File: src/rtl/serial_mult_ctrl_n_pkg.sv
// Shared types for the serial shift-add multiplier: controller state encoding.
package serial_mult_ctrl_n_pkg;

    typedef enum logic [2:0] {
        StIdle = 3'd0,
        StConv = 3'd1,
        StMult = 3'd2,
        StFix  = 3'd3,
        StDone = 3'd4
    } state_e;

endpackage

File: src/rtl/serial_mult_ctrl_n_shift_add_core.sv
// Shift-add multiply datapath: magnitude conversion, one partial product per step,
// sign correction of the accumulated product.
module serial_mult_ctrl_n_shift_add_core #(
    parameter int unsigned W = 12
) (
    input  logic                           clk,
    input  logic                           rst,
    input  logic                           start_i,
    input  logic                           step_i,
    input  logic                           finish_i,
    input  logic                           signed_i,
    input  logic [W-1:0]                   x_i,
    input  logic [W-1:0]                   y_i,
    input  logic [$clog2(2*W+1)-1:0]       cnt_i,
    output logic [2*W-1:0]                 prod_o,
    output logic [2*W-1:0]                 z_o
);

    localparam int unsigned PW = 2 * W;

    logic [W-1:0]  a_q, a_d, b_q, b_d;
    logic [PW-1:0] p_q, p_d, z_q, z_d;
    logic          neg_q, neg_d;
    logic          x_neg, y_neg;

    assign x_neg  = signed_i & x_i[W-1];
    assign y_neg  = signed_i & y_i[W-1];
    // -0 cannot arise: negating a zero accumulator yields zero.
    assign prod_o = neg_q ? (~p_q + PW'(1)) : p_q;
    assign z_o    = z_q;

    always_comb begin
        a_d   = a_q;
        b_d   = b_q;
        p_d   = p_q;
        neg_d = neg_q;
        z_d   = z_q;
        if (start_i) begin
            // |-2^(W-1)| = 2^(W-1) still fits as a W-bit unsigned magnitude.
            a_d   = x_neg ? (~x_i + W'(1)) : x_i;
            b_d   = y_neg ? (~y_i + W'(1)) : y_i;
            p_d   = '0;
            neg_d = x_neg ^ y_neg;
        end else if (step_i) begin
            if (b_q[0]) begin
                p_d = p_q + (PW'(a_q) << cnt_i);
            end
            b_d = b_q >> 1;
        end
        if (finish_i) begin
            z_d = prod_o;
        end
    end

    always_ff @(posedge clk) begin
        if (rst) begin
            a_q   <= '0;
            b_q   <= '0;
            p_q   <= '0;
            neg_q <= 1'b0;
            z_q   <= '0;
        end else begin
            a_q   <= a_d;
            b_q   <= b_d;
            p_q   <= p_d;
            neg_q <= neg_d;
            z_q   <= z_d;
        end
    end

endmodule

File: src/rtl/serial_mult_ctrl_n.sv
// Serial-load / serial-unload W-bit signed/unsigned multiplier controller.
// One FSM sequences operand load, conversion, W multiply steps, sign fix and unload.
module serial_mult_ctrl_n
    import serial_mult_ctrl_n_pkg::*;
#(
    parameter int unsigned W = 12
) (
    input  logic           clk,
    input  logic           rst,
    input  logic           x_in,
    input  logic           sx,
    input  logic           y_in,
    input  logic           sy,
    input  logic           signed_mode,
    input  logic           mul,
    input  logic           sz,
    output logic           fx,
    output logic           fy,
    output logic           busy,
    output logic           done,
    output logic           z_out,
    output logic           fz,
    output logic [W-1:0]   x_test,
    output logic [W-1:0]   y_test,
    output logic [2*W-1:0] z_test
);

    localparam int unsigned CNT_W = $clog2(2 * W + 1);
    localparam logic [CNT_W-1:0] FullCnt = CNT_W'(W);
    localparam logic [CNT_W-1:0] LastMul = CNT_W'(W - 1);
    localparam logic [CNT_W-1:0] LastOut = CNT_W'(2 * W - 1);

    state_e             state_q, state_d;
    logic [W-1:0]       x_q, x_d, y_q, y_d;
    logic [CNT_W-1:0]   xcnt_q, xcnt_d, ycnt_q, ycnt_d;
    logic [CNT_W-1:0]   mcnt_q, mcnt_d, ocnt_q, ocnt_d;
    logic [2*W-1:0]     zsh_q, zsh_d;
    logic               smode_q, smode_d;
    logic               fz_q, fz_d;
    logic               core_start, core_step, core_finish;
    logic [2*W-1:0]     core_prod;

    assign fx     = (xcnt_q == FullCnt);
    assign fy     = (ycnt_q == FullCnt);
    assign busy   = (state_q == StConv) || (state_q == StMult) || (state_q == StFix);
    assign done   = (state_q == StDone);
    assign z_out  = done & zsh_q[2*W-1];
    assign fz     = fz_q;
    assign x_test = x_q;
    assign y_test = y_q;

    always_comb begin
        state_d     = state_q;
        x_d         = x_q;
        y_d         = y_q;
        xcnt_d      = xcnt_q;
        ycnt_d      = ycnt_q;
        mcnt_d      = mcnt_q;
        ocnt_d      = ocnt_q;
        zsh_d       = zsh_q;
        smode_d     = smode_q;
        fz_d        = 1'b0;
        core_start  = 1'b0;
        core_step   = 1'b0;
        core_finish = 1'b0;
        unique case (state_q)
            StIdle: begin
                if (sx && !fx) begin
                    x_d    = {x_q[W-2:0], x_in};
                    xcnt_d = xcnt_q + 1'b1;
                end
                if (sy && !fy) begin
                    y_d    = {y_q[W-2:0], y_in};
                    ycnt_d = ycnt_q + 1'b1;
                end
                if (mul && fx && fy) begin
                    state_d = StConv;
                    smode_d = signed_mode;
                end
            end
            StConv: begin
                core_start = 1'b1;
                mcnt_d     = '0;
                state_d    = StMult;
            end
            StMult: begin
                core_step = 1'b1;
                mcnt_d    = mcnt_q + 1'b1;
                if (mcnt_q == LastMul) begin
                    state_d = StFix;
                end
            end
            StFix: begin
                core_finish = 1'b1;
                zsh_d       = core_prod;
                ocnt_d      = '0;
                state_d     = StDone;
            end
            StDone: begin
                if (sz) begin
                    zsh_d  = zsh_q << 1;
                    ocnt_d = ocnt_q + 1'b1;
                    if (ocnt_q == LastOut) begin
                        state_d = StIdle;
                        fz_d    = 1'b1;
                        xcnt_d  = '0;
                        ycnt_d  = '0;
                        ocnt_d  = '0;
                    end
                end
            end
            default: state_d = StIdle;
        endcase
    end

    always_ff @(posedge clk) begin
        if (rst) begin
            state_q <= StIdle;
            x_q     <= '0;
            y_q     <= '0;
            xcnt_q  <= '0;
            ycnt_q  <= '0;
            mcnt_q  <= '0;
            ocnt_q  <= '0;
            zsh_q   <= '0;
            smode_q <= 1'b0;
            fz_q    <= 1'b0;
        end else begin
            state_q <= state_d;
            x_q     <= x_d;
            y_q     <= y_d;
            xcnt_q  <= xcnt_d;
            ycnt_q  <= ycnt_d;
            mcnt_q  <= mcnt_d;
            ocnt_q  <= ocnt_d;
            zsh_q   <= zsh_d;
            smode_q <= smode_d;
            fz_q    <= fz_d;
        end
    end

    serial_mult_ctrl_n_shift_add_core #(
        .W (W)
    ) u_core (
        .clk      (clk),
        .rst      (rst),
        .start_i  (core_start),
        .step_i   (core_step),
        .finish_i (core_finish),
        .signed_i (smode_q),
        .x_i      (x_q),
        .y_i      (y_q),
        .cnt_i    (mcnt_q),
        .prod_o   (core_prod),
        .z_o      (z_test)
    );

endmodule
File: config.mk
export PLATFORM = sky130hd
export DESIGN_NAME = serial_mult_ctrl_n
export DESIGN_NICKNAME = d
export VERILOG_FILES = /design/src/rtl/serial_mult_ctrl_n_pkg.sv /design/src/rtl/serial_mult_ctrl_n_shift_add_core.sv /design/src/rtl/serial_mult_ctrl_n.sv
export SDC_FILE = /design/constraint.sdc
export NUM_CORES = 1
export LEC_CHECK = 0
export BUFFER_PORTS_ARGS = -buffer_cell sky130_fd_sc_hd__buf_2
export CORE_ASPECT_RATIO = 0.9
export CORE_MARGIN = 4
export CORE_UTILIZATION = 45
export CTS_BUF_LIST = sky130_fd_sc_hd__clkbuf_4 sky130_fd_sc_hd__clkbuf_8 sky130_fd_sc_hd__clkbuf_16
export DETAILED_ROUTE_END_ITERATION = 6
export GPL_TIMING_DRIVEN = 1
export PLACE_DENSITY = 0.68
export SLEW_MARGIN = 20
export SYNTH_ARGS = -nofsm -noshare
export SYNTH_HDL_FRONTEND = slang
export SYNTH_SLANG_ARGS = --single-unit
File: constraint.sdc
create_clock -name clk -period 4.57 [get_ports clk]
set_clock_uncertainty 0.1 [all_clocks]
set_input_delay 0.457 -clock clk [delete_from_list [all_inputs] [get_ports clk]]
set_output_delay 0.457 -clock clk [all_outputs]
set_load 0.05 [all_outputs]
== After elaboration in Yosys (flattened, before gate mapping) ==
Index checks and enable logic that the tools add are counted.

* Register bits after elaboration: 146
* Latch bits: 0
* Bits in writable memories: 0
* Bits in read-only memories: 0
* Output and inout port bits: 54
* Logic and storage cells: 96
* Memories kept: 0

* Add/sub/neg operators: 8
* $mul: 0
* Divide/modulo/power cells: 0
* $lt $le $gt $ge: 0
* Eq/ne operators: 14
* Shift operators: 1
* Muxes and demuxes: 26
* Bitwise gates (word level): 9
* Reduce and logical (&&, ||, !) cells: 23

{| class="wikitable"
|+ Operators by type and width
! operator !! number
|-
| $mux W12 || 4
|-
| $mux W24 || 2
|-
| $pmux W24 S2 || 1
|-
| $pmux W5 S2 || 4
|-
| $mux W5 || 6
|-
| $add A12 B1 Y12 const B || 2
|-
| $add A24 B1 Y24 const B || 1
|-
| $add A24 B24 Y24 || 1
|-
| $not A12 Y12 || 2
|-
| $not A24 Y24 || 1
|-
| $shl A12 B5 Y24 || 1
|-
| $add A5 B1 Y5 const B || 4
|-
| $eq A5 B4 Y1 const B || 3
|-
| $pmux W3 S5 || 1
|-
| $mux W3 || 4
|-
| $reduce_and A4 Y1 || 3
|-
| $reduce_and A2 Y1 || 5
|-
| $ne A2 B2 Y1 const B || 4
|-
| $reduce_bool A2 Y1 || 4
|-
| $eq A3 B2 Y1 const B || 2
|-
| $eq A5 B5 Y1 const B || 1
|-
| $logic_and A1 B1 Y1 || 4
|-
| $mux W1 || 4
|-
| $ne A2 B1 Y1 const B || 2
|-
| other kinds (10) || 15
|}

== Depth between registers and ports, before layout ==
Gate-level depths: netlist of the first run.

* Depth in word-level cells: 5
* Mapped depth: 17
* Gate-level depth less buffers: 15

== Cells and area by module ==
From an unflattened synthesis of the first run, not the netlist that was laid out.

* Cell total of the unflattened synthesis: 1,122
* Area, all modules: 8,760.9 µm²

{| class="wikitable"
|+ By module, submodules not included
! module !! times used !! cells an instance !! area an instance (µm²)
|-
| serial_mult_ctrl_n_shift_add_core || 1 || 723 || 5,449.0
|-
| serial_mult_ctrl_n || 1 || 399 || 3,311.9
|}

== Least setup slack after synthesis of the first run ==
OpenSTA, ideal clock, no wires.

* Path type: register -> register
* Start: register mcnt_q[1]
* End: register u_core.p_q[23]
* Library setup time: 0.058 ns
* Data arrival time: 3.619 ns
* Setup slack: 0.793 ns
* Stages on the path, launching flop included: 17
* Clock period less this slack: 3.777 ns
* Cells stage by stage: dfxtp_1 -> buf_2 -> buf_1 -> clkbuf_1 -> nand3_1 -> o21ai_0 -> nand2_1 -> mux2_2 -> o22ai_1 -> ha_1 -> clkbuf_1 -> a21oi_1 -> o21ai_0 -> a221oi_1 -> or4b_2 -> mux2i_1 -> or3_1

* Longest elaborated chain between the ends: 2

{| class="wikitable"
|+ Ends and longest elaborated chain
! element !! line !! text
|-
| from (decl) || serial_mult_ctrl_n.sv:36 || <nowiki>logic [CNT_W-1:0] mcnt_q, mcnt_d, ocnt_q, ocnt_d;</nowiki>
|-
| from (signal assigned) || serial_mult_ctrl_n.sv:134 || <nowiki>mcnt_q <= mcnt_d;</nowiki>
|-
| $shl A12 B5 Y24 || serial_mult_ctrl_n_shift_add_core.sv:46 || <nowiki>p_d = p_q + (PW'(a_q) << cnt_i);</nowiki>
|-
| $add A24 B24 Y24 || serial_mult_ctrl_n_shift_add_core.sv:46 ||
|-
| to (signal assigned) || serial_mult_ctrl_n_shift_add_core.sv:65 || <nowiki>p_q <= p_d;</nowiki>
|-
| to (decl) || serial_mult_ctrl_n_shift_add_core.sv:22 || <nowiki>logic [PW-1:0] p_q, p_d, z_q, z_d;</nowiki>
|}

Every way passes these cells.
A chain may end at the register's enable or synchronous reset.

== Final worst setup path of the first run ==
Same ends and word-level chain as after synthesis.

==> flow_summary.ini, run 1 <==
[synth]
synth_area_leaders = dfxtp_1 (34%), nand2_1 (7.7%), a21oi_1 (6.4%)
syn_area_per_cell_sq_um = 7.63
syn_area_sq_mm = 0.00850
synth_common_cells = nand2_1 (174), dfxtp_1 (146), nor2_1 (143)
syn-num-nets = 1156
synth_edf_count = 0
synth_cells = 1114
synthFlopType = dfxtp_1
ys_ff_latch = 146
ys_types = 62
synth_top_cell_by_area = dfxtp_1
seq_area_frac_synth = 0.344
yosys_warnings = 0
yosysTopAreaCellShare = 0.344
synth_most_common_cell = nand2_1
ys_async_sr_fraction = 0

[floorplanning]
io-pin-count = 63
die_area_sq_mm = 0.0212
die_w_um = 153
coreArea_sq_mm = 0.0185
num_rows = 47
initial_core_util = 0.460
die_y_um = 138

[pwr]
p_comb_frac = 0.113
powerDensity_mw_per_mm2 = 323
peakVddDrop_mv = 0.201
p_int_mw = 2.25
pwr-share-seq = 0.437
p_leak_nw = 3.73
p_sw_frac = 0.271
p_clk_frac = 0.451
power.switching_mw = 0.835

[final_layout]
drive_above_1_share = 0.114
fillers = 1763
final_cells = 1386
area.growth.synth_to_final_pct = 12.1
seq_area_sq_mm = 0.00292
antenna_cells = 0
multi_input_area_sq_mm = 0.00522
fin_area_sq_mm = 0.00953
layout.nets = 1170

[global_route]
met3_usage = 0.0391
grt_pass1_vias = 6691
met2_usage = 0.281
grt_usage = 0.196
grt_overflow = 0
grt_pass1_wl_mm = 35.1
grt_max_degree = 87
top_usage_layer = met1
use_met1 = 0.299
antenna_found_initial = 0

[setup_path]
timing.reg2reg.setup_slack_ps = 500
r2r_start = mcnt_q[1]
start_kind = register
worstPathRequired_ps = 4840
startpoint = mcnt_q[1]
cp_data_arrival_time_ps = 4350
critPathKind = reg2reg
endpoint = u_core.p_q[23]
rr_worst_depth = 13
critPathMaxFanout = 17
r2r-end = u_core.p_q[23]
critPathCaptureType = register

[clocking]
holdBufCountCts = 0
cts_tree = yes
h-tree-depth = 4
cts_buffers = 17
clock-sinks = 146
clockBufferDepth = 2
post_cts_resized = 0
post_cts_buffers = 0
path_clk_slew_ps = 60
cts_root_buf = clkbuf_16
worstSkewPairLatency_ps = 430

[timing]
setup_violations = 0
fin_crit_sh = 0.891
hold_viol_final = 0
fmax_mhz = 245
tightest_slew_ps = 940
rsz0062_at_grt = false
post-route-min-period_ps = 4070
relSlewSlack = 0.372
setup-tns-final_ps = 0
hold_slack_ps = 166
drv_slew = 0
worst_slack_ps = 496

[detailed_routing]
drc = 0
vias = 7846
viasPerCell = 5.66
drt-initial-drc-count = 532
firstDrtPassIters = 5
antenna_left = 0
wl_per_cell_um = 15.5
wirelength_mm = 21.5

[placed_design]
placed_cells = 1353
portBuffers = 62
dpl_cell_area_sq_mm = 0.00892
dp_hpwl_mm = 15.4
gp_congestion = 0.906
pre_cts_slack_ps = 588

[min_path]
hold_depth = 3
holdCritPathClass = in2reg

[flow_run]
cap_violations = 0

[outcome]
run_status = complete, no violations
[cell usage in the layout (no fill, tap or decap), types with 6 or more instances in the layout]
master / netlist / layout
mux2_2: 8 / 8
o31ai_1: 9 / 9
ha_1: 32 / 32
a311oi_1: 19 / 19
nand4_1: 12 / 12
o41ai_1: 8 / 8
nand3_1: 37 / 37
xor2_1: 36 / 36
nor2_1: 143 / 143
nor2b_1: 12 / 12
clkbuf_16: 0 / 17
buf_4: 0 / 11
dfxtp_1: 146 / 146
a211o_1: 6 / 6
a21oi_1: 108 / 107
o21ai_0: 37 / 37
and2_1: 8 / 8
nand2b_1: 6 / 6
nand2_1: 174 / 174
and3_1: 6 / 6
nor3_1: 15 / 15
xnor2_1: 24 / 24
inv_1: 22 / 22
o22ai_1: 7 / 7
a211oi_1: 47 / 47
or3_1: 13 / 13
nor4_1: 7 / 7
o211ai_1: 8 / 8
buf_2: 1 / 61
mux2i_1: 20 / 20
[worst min-delay path by stage]
| stage | slack (ps) | startpoint | end |
|---|---|---|---|
| 6_report | 170 | x_in | x_test[0] |
| 5_1_grt | 180 | y_in | y_test[0] |
| 4_1_cts | 160 | x_in | x_test[0] |
| 3_5_place_dp | 350 | zsh_q[1] | zsh_q[1] |
| 3_3_place_gp | 340 | zsh_q[1] | zsh_q[1] |
| 2_1_floorplan | 330 | zsh_q[1] | zsh_q[1] |
[flip-flops by register name (all words and copies together), names as in the netlist]
register	cells
smode_q	1
zsh_q	24
fz	1
u_core.p_q	24
x_test	12
ycnt_q	5
mcnt_q	5
u_core.a_q	12
xcnt_q	5
y_test	12
u_core.z_o	24
ocnt_q	5
u_core.neg_q	1
state_q	3
u_core.b_q	12
[final cells by class]
type / instances / share of cell area
multi-input combinational: 868 / 0.548
sequential: 146 / 0.307
clock buffer: 20 / 0.0470
timing repair buffer: 73 / 0.0436
tap: 245 / 0.0322
clock inverter: 12 / 0.0139
inverter: 22 / 0.00867
[power by group through the flow]
stage	Clock [mW]	Combinational, mW	Sequential, mW
6_report	1.39	0.347	1.35
5_1_grt	1.46	0.386	1.35
4_1_cts	1.41	0.347	1.35
3_5_place_dp	0	0.345	1.37
3_3_place_gp	0	0.343	1.37
2_1_floorplan	0	0.260	1.37
[cell families after synthesis]
family                   Yosys count  share of synthesized area
AO/OA/AOI/OAI                    287                      0.219
XOR/XNOR                          60                     0.0618
adder cells (fa/ha/maj)           33                     0.0495
buffers and inverters            100                     0.0443
flip-flops                       146                      0.344
multiplexers                      30                     0.0395
AND/OR/NAND/NOR                  458                      0.242
[critical path, stage by stage, from the launching register on]
cell and delay [ps]:
dfxtp_1 590, buf_4 290, mux2i_1 140, o21ai_0 230, nand2b_1 140, mux2_2 280, o22ai_1 210, ha_1 360
a21oi_1 180, o21ai_0 130, a221oi_1 460, or4b_2 630, mux2i_1 150, or3_1 120
[per-stage QoR]
| stage | power [mW] | util |
|---|---|---|
| detailed placement | 1.72 | 0.483 |
| global placement | 1.72 | 0.483 |
| global route | 3.20 | 0.516 |
| floorplan | 1.63 | - |
| finish | 3.08 | 0.516 |
| CTS | 3.10 | 0.515 |
[per-layer routing]
metal	vias up	wire [um]	share of wire
met5	-	0	0
met4	0	262	0.012
met3	20	957	0.045
met2	161	9200	0.43
met1	3680	11100	0.52
li1	3985	-	-
No activity file was read; power rests on OpenSTA's default activity.
==> run 2: changes to the inputs <==
--- a/config.mk
+++ b/config.mk
@@ -12,7 +12,7 @@
 export CTS_BUF_LIST = sky130_fd_sc_hd__clkbuf_4 sky130_fd_sc_hd__clkbuf_8 sky130_fd_sc_hd__clkbuf_16
 export DETAILED_ROUTE_END_ITERATION = 6
 export GPL_TIMING_DRIVEN = 1
-export PLACE_DENSITY = 0.68
+export SKIP_CTS_REPAIR_TIMING = 1
 export SLEW_MARGIN = 20
 export SYNTH_ARGS = -nofsm -noshare
 export SYNTH_HDL_FRONTEND = slang
==> run 2 against run 1 <==
  * Flip-flop and latch count did not move
  * Sequential share of layout area barely moved
  * Final cell count barely moved
  * Clock power rose by 3%
  * First-iteration DRC count fell by 12%
  * Critical path depth did not move
  * Hold slack improved by 6.0 ps
  * Non-clock buffer count did not move
  * Largest cell class unchanged
==> flow_summary.ini, run 2 (synthesized netlist as in run 1, its figures left out) <==
[pwr]
peakVddDrop_mv = 0.206
p_int_mw = 2.26
pwr-share-seq = 0.431
p_leak_nw = 3.73
p_clk_frac = 0.457
p_comb_frac = 0.112
powerDensity_mw_per_mm2 = 327
power.switching_mw = 0.868
p_sw_frac = 0.278

[setup_path]
critPathSlowestCell = dfxtp_1
worstPathRequired_ps = 4840
critPathCaptureType = register
crit_chain = buf_4 -> mux2i_1 -> o21ai_0 -> nand2_1 -> mux2_2 -> o22ai_1 -> ha_1 -> a21oi_1 -> o21ai_0 -> a221oi_1 -> or4b_2 -> mux2i_1 -> or3_1
critical_path_buf_inv_count = 1
critPathMaxFanout = 14
crit_family = compound AO/OA/AOI/OAI gates
start_kind = register
cp_data_arrival_time_ps = 4320
timing.reg2reg.setup_slack_ps = 530
r2r-end = u_core.p_q[23]
r2r_start = mcnt_q[1]
critPathKind = reg2reg
slowest_delay_ps = 680
rr_worst_depth = 13

[outcome]
run_status = complete, no violations

[global_route]
grt_max_degree = 77
grt_overflow = 0
grt_pass1_wl_mm = 36.7
antenna_found_initial = 0
grt_pass1_vias = 6971
grt_usage = 0.206

[placed_design]
placed_cells = 1353
gp_congestion = 0.880
portBuffers = 62
dp_hpwl_mm = 15.7

[detailed_routing]
wl_per_cell_um = 16.1
drc = 0
drt-initial-drc-count = 468
antenna_left = 0
firstDrtPassIters = 5
wirelength_mm = 22.3
viasPerCell = 5.60
vias = 7752

[timing]
setup_violations = 0
post-route-min-period_ps = 4040
hold_viol_final = 0
setup-tns-final_ps = 0
drv_slew = 0
fmax_mhz = 247
rsz0062_at_grt = false
relSlewSlack = 0.348
fin_crit_sh = 0.885
tightest_slew_ps = 976

[min_path]
min_from = x_in
holdCritPathClass = in2reg
hold_depth = 3
whs_endpoint = x_test[0]

[clocking]
worstSkewPairLatency_ps = 430
clockBufferDepth = 2
path_clk_slew_ps = 70
clock-sinks = 146
cts_buffers = 17
cts_tree = yes
h-tree-depth = 4
cts_root_buf = clkbuf_16

[floorplanning]
coreArea_sq_mm = 0.0185
num_rows = 47
io-pin-count = 63
die_w_um = 153
die_area_sq_mm = 0.0212
die_y_um = 138
initial_core_util = 0.460

[final_layout]
final_cells = 1385
layout.nets = 1170
antenna_cells = 0
seq_area_sq_mm = 0.00292
drive_above_1_share = 0.113
final_cell_mix = nand2_1 (174), dfxtp_1 (146), nor2_1 (143)
fillers = 1851
multi_input_area_sq_mm = 0.00522
final_common_cell = nand2_1
area.growth.synth_to_final_pct = 12.3

[flow_run]
cap_violations = 0
-- run 2: changes by cell type in the layout (fill, tap and decap cells not counted) --
cell        change
clkbuf_4        -2
clkbuf_8        +1
clkinv_2        -3
clkinv_4        +3
clkinvlp_4      -1
inv_8           +1
-- run 2: power groups by stage --
stage / Clock, mW / Sequential (mW) / Combinational, mW
finish: 1.43 / 1.35 / 0.349
floorplan: 0 / 1.37 / 0.260
global route: 1.51 / 1.35 / 0.393
detailed placement: 0 / 1.38 / 0.348
CTS: 1.45 / 1.35 / 0.350
global placement: 0 / 1.38 / 0.347
-- run 2: per-stage QoR --
step | power [mW] | instance area [sq um] | setup WS (ps) | util | hold slack [ps]
after floorplan | 1.63 | 8500 | 793 | - | 332
after global placement | 1.72 | 8920 | 735 | 0.483 | 339
after detailed placement | 1.72 | 8920 | 579 | 0.483 | 346
after CTS | 3.15 | 9510 | 542 | 0.515 | 152
after global routing | 3.26 | 9540 | 283 | 0.517 | 177
final | 3.12 | 9540 | 527 | 0.517 | 172
-- run 2: worst max-delay path by stage --
stage                     startpoint             end  slack (ps)  cells after the start
after floorplan            mcnt_q[1]  u_core.p_q[23]         790                     16
after global placement     mcnt_q[1]  u_core.p_q[23]         740                     13
after detailed placement   mcnt_q[1]  u_core.p_q[23]         580                     13
after CTS                  mcnt_q[1]  u_core.p_q[23]         540                     13
after global routing       mcnt_q[1]  u_core.p_q[23]         280                     13
final                      mcnt_q[1]  u_core.p_q[23]         530                     13
-- run 2: metal layers --
metal	global-route usage	wire length [um]	vias to the layer above
li1	-	-	3992
met1	0.316	11600	3583
met2	0.297	9390	162
met3	0.0409	1100	15
met4	0.0455	190	0
met5	0	0	-
-- run 2: tightest hold or removal path: stages --
cell and delay (ps):
buf_2 90, nand2_1 50, a21oi_1 50
-- run 2: final cells by class --
cell class	count	area share
multi-input combinational	868	0.547
sequential	146	0.306
clock buffer	19	0.0468
timing repair buffer	73	0.0435
tap	245	0.0321
clock inverter	12	0.0155
inverter	22	0.00865
==> run 3: changes to the inputs <==
--- a/config.mk
+++ b/config.mk
@@ -5,7 +5,9 @@
 export SDC_FILE = /design/constraint.sdc
 export NUM_CORES = 1
 export LEC_CHECK = 0
+export ABC_AREA = 1
 export BUFFER_PORTS_ARGS = -buffer_cell sky130_fd_sc_hd__buf_2
+export CAP_MARGIN = 20
 export CORE_ASPECT_RATIO = 0.9
 export CORE_MARGIN = 4
 export CORE_UTILIZATION = 45
==> run 3 against run 2 <==
  * Global-route usage up 2.3 points
  * Fmax grew 15%
  * Largest power group unchanged
  * Worst setup slack improved by 530 ps
  * Synthesized cell count is 21% higher
  * Routed wire length is 12% higher
==> flow_summary.ini, run 3 <==
[clocking]
path_clk_slew_ps = 70
cts_root_buf = clkbuf_16
cts_tree = yes
clockBufferDepth = 2
cts_buffers = 17
clock-sinks = 146
worstSkewPairLatency_ps = 420
h-tree-depth = 4

[timing]
tightest_slew_ps = 767
setup-tns-final_ps = 0
fin_crit_sh = 0.769
rsz0062_at_grt = false
drv_slew = 0
hold_viol_final = 0
setup_violations = 0
hold_slack_ps = 185
post-route-min-period_ps = 3510
fmax_mhz = 285
relSlewSlack = 0.488

[pwr]
p_comb_frac = 0.141
p_leak_nw = 4.73
pwr-share-seq = 0.422
peakVddDrop_mv = 0.203
power.switching_mw = 0.992
p_clk_frac = 0.438
p_sw_frac = 0.303
p_int_mw = 2.28
finalPower_mw = 3.27
powerDensity_mw_per_mm2 = 332

[detailed_routing]
drc = 0
vias = 8687
drt-initial-drc-count = 654
wirelength_mm = 24.9
antenna_left = 0
firstDrtPassIters = 5
viasPerCell = 5.26
wl_per_cell_um = 15.1

[placed_design]
dpl_cell_area_sq_mm = 0.00925
portBuffers = 62
gp_congestion = 0.948
dp_hpwl_mm = 18.4

[setup_path]
rr_worst_depth = 13
start_kind = register
critPathCaptureType = register
worstPathRequired_ps = 4800
cp_data_arrival_time_ps = 3740
critPathMaxFanout = 18
r2r_start = mcnt_q[2]
critPathKind = reg2reg
r2r-end = u_core.p_q[17]
timing.reg2reg.setup_slack_ps = 1060

[synth]
synthFlopType = dfxtp_1
syn_area_sq_mm = 0.00880
yosysTopAreaCellShare = 0.332
synth_top_cell_by_area = dfxtp_1
synth_most_common_cell = nand2_1
synth_cells = 1353
seq_area_frac_synth = 0.332
syn-num-nets = 1395
synth_area_leaders = dfxtp_1 (33%), nand2_1 (13%), o21ai_0 (7.8%)
yosys_warnings = 0
ys_types = 46
syn_area_per_cell_sq_um = 6.50
synth_edf_count = 0
ys_ff_latch = 146
synth_common_cells = nand2_1 (300), inv_1 (172), dfxtp_1 (146)
ys_async_sr_fraction = 0

[final_layout]
area.growth.synth_to_final_pct = 11.9
fillers = 2005
seq_area_sq_mm = 0.00292
final_common_cell = nand2_1
layout.nets = 1431
fin_area_sq_mm = 0.00985
drive_above_1_share = 0.0899
multi_input_area_sq_mm = 0.00496
antenna_cells = 0
final_cell_mix = nand2_1 (300), inv_1 (172), dfxtp_1 (146)

[floorplanning]
coreArea_sq_mm = 0.0192
die_area_sq_mm = 0.0219
die_y_um = 141
initial_core_util = 0.458
num_rows = 48
die_w_um = 155
io-pin-count = 63

[global_route]
grt_pass1_vias = 7977
grt_overflow = 0
grt_usage = 0.229
grt_pass1_wl_mm = 41.2
grt_max_degree = 59
antenna_found_initial = 0

[min_path]
whs_endpoint = smode_q
min_from = signed_mode
holdCritPathClass = in2reg
hold_depth = 3

[outcome]
run_status = complete, no violations

[flow_run]
cap_violations = 0
-- run 3: changes by cell type after synthesis, moves of 17 or more --
cell      change
a211oi_1     -43
a311oi_1     -19
buf_2        +20
clkbuf_1     -51
inv_1       +150
mux2i_1      -17
nand2_1     +126
nand3_1      +49
nor2_1       -21
o21ai_0     +101
xnor2_1      -22
-- run 3: power groups by stage --
stage | Clock [mW] | Sequential, mW | Combinational (mW)
after floorplan | 0 | 1.49 | 0.259
after global placement | 0 | 1.41 | 0.455
after detailed placement | 0 | 1.41 | 0.457
after CTS | 1.46 | 1.38 | 0.460
after global routing | 1.51 | 1.39 | 0.511
final | 1.43 | 1.38 | 0.460
-- run 3: per-layer routing --
metal  wire, um  GRT usage
met5          0          0
met4        461     0.0649
met3       1100     0.0378
met2      11200      0.365
met1      12100      0.321
-- run 3: cell families after synthesis --
logic type               synth area share
AND/OR/NAND/NOR                     0.276
AO/OA/AOI/OAI                       0.202
buffers and inverters               0.104
flip-flops                          0.332
XOR/XNOR                           0.0338
adder cells (fa/ha/maj)            0.0478
multiplexers                      0.00341
-- run 3: how the worst max path moves through the flow --
stage,start,endpoint,slack (ps),depth (start not counted)
global placement,mcnt_q[2],u_core.p_q[17],1070,13
global route,mcnt_q[2],u_core.p_q[14],620,16
detailed placement,mcnt_q[2],u_core.p_q[17],1070,13
floorplan,mcnt_q[0],u_core.p_q[21],1910,19
CTS,mcnt_q[2],u_core.p_q[17],1070,13
finish,mcnt_q[2],u_core.p_q[17],1060,13
-- run 3: layout make-up --
cell class | instances | share of cell area
inverter | 183 | 0.0698
clock buffer | 19 | 0.0454
clock inverter | 13 | 0.0152
tap | 250 | 0.0318
multi-input combinational | 972 | 0.504
sequential | 146 | 0.297
timing repair buffer | 69 | 0.0368
-- run 3: metrics by stage --
step / util / setup WS, ps / cells
after floorplan: - / 1910 / 1353
after global placement: 0.481 / 1070 / 1620
after detailed placement: 0.481 / 1070 / 1620
after CTS: 0.512 / 1070 / 1652
after global routing: 0.512 / 624 / 1652
final: 0.512 / 1060 / 1652
-- run 3: worst max-delay path, stage by stage, from the launching register on --
cell and delay [ps]:
dfxtp_1 680, clkinv_1 530, o21ai_0 460, nor2_1 140, ha_1 390, nand2_1 90
inv_1 60, a21oi_1 100, o21ai_0 370, nand2_1 190, nand3_1 110, nand3_1 80
nand2_1 70, inv_1 30
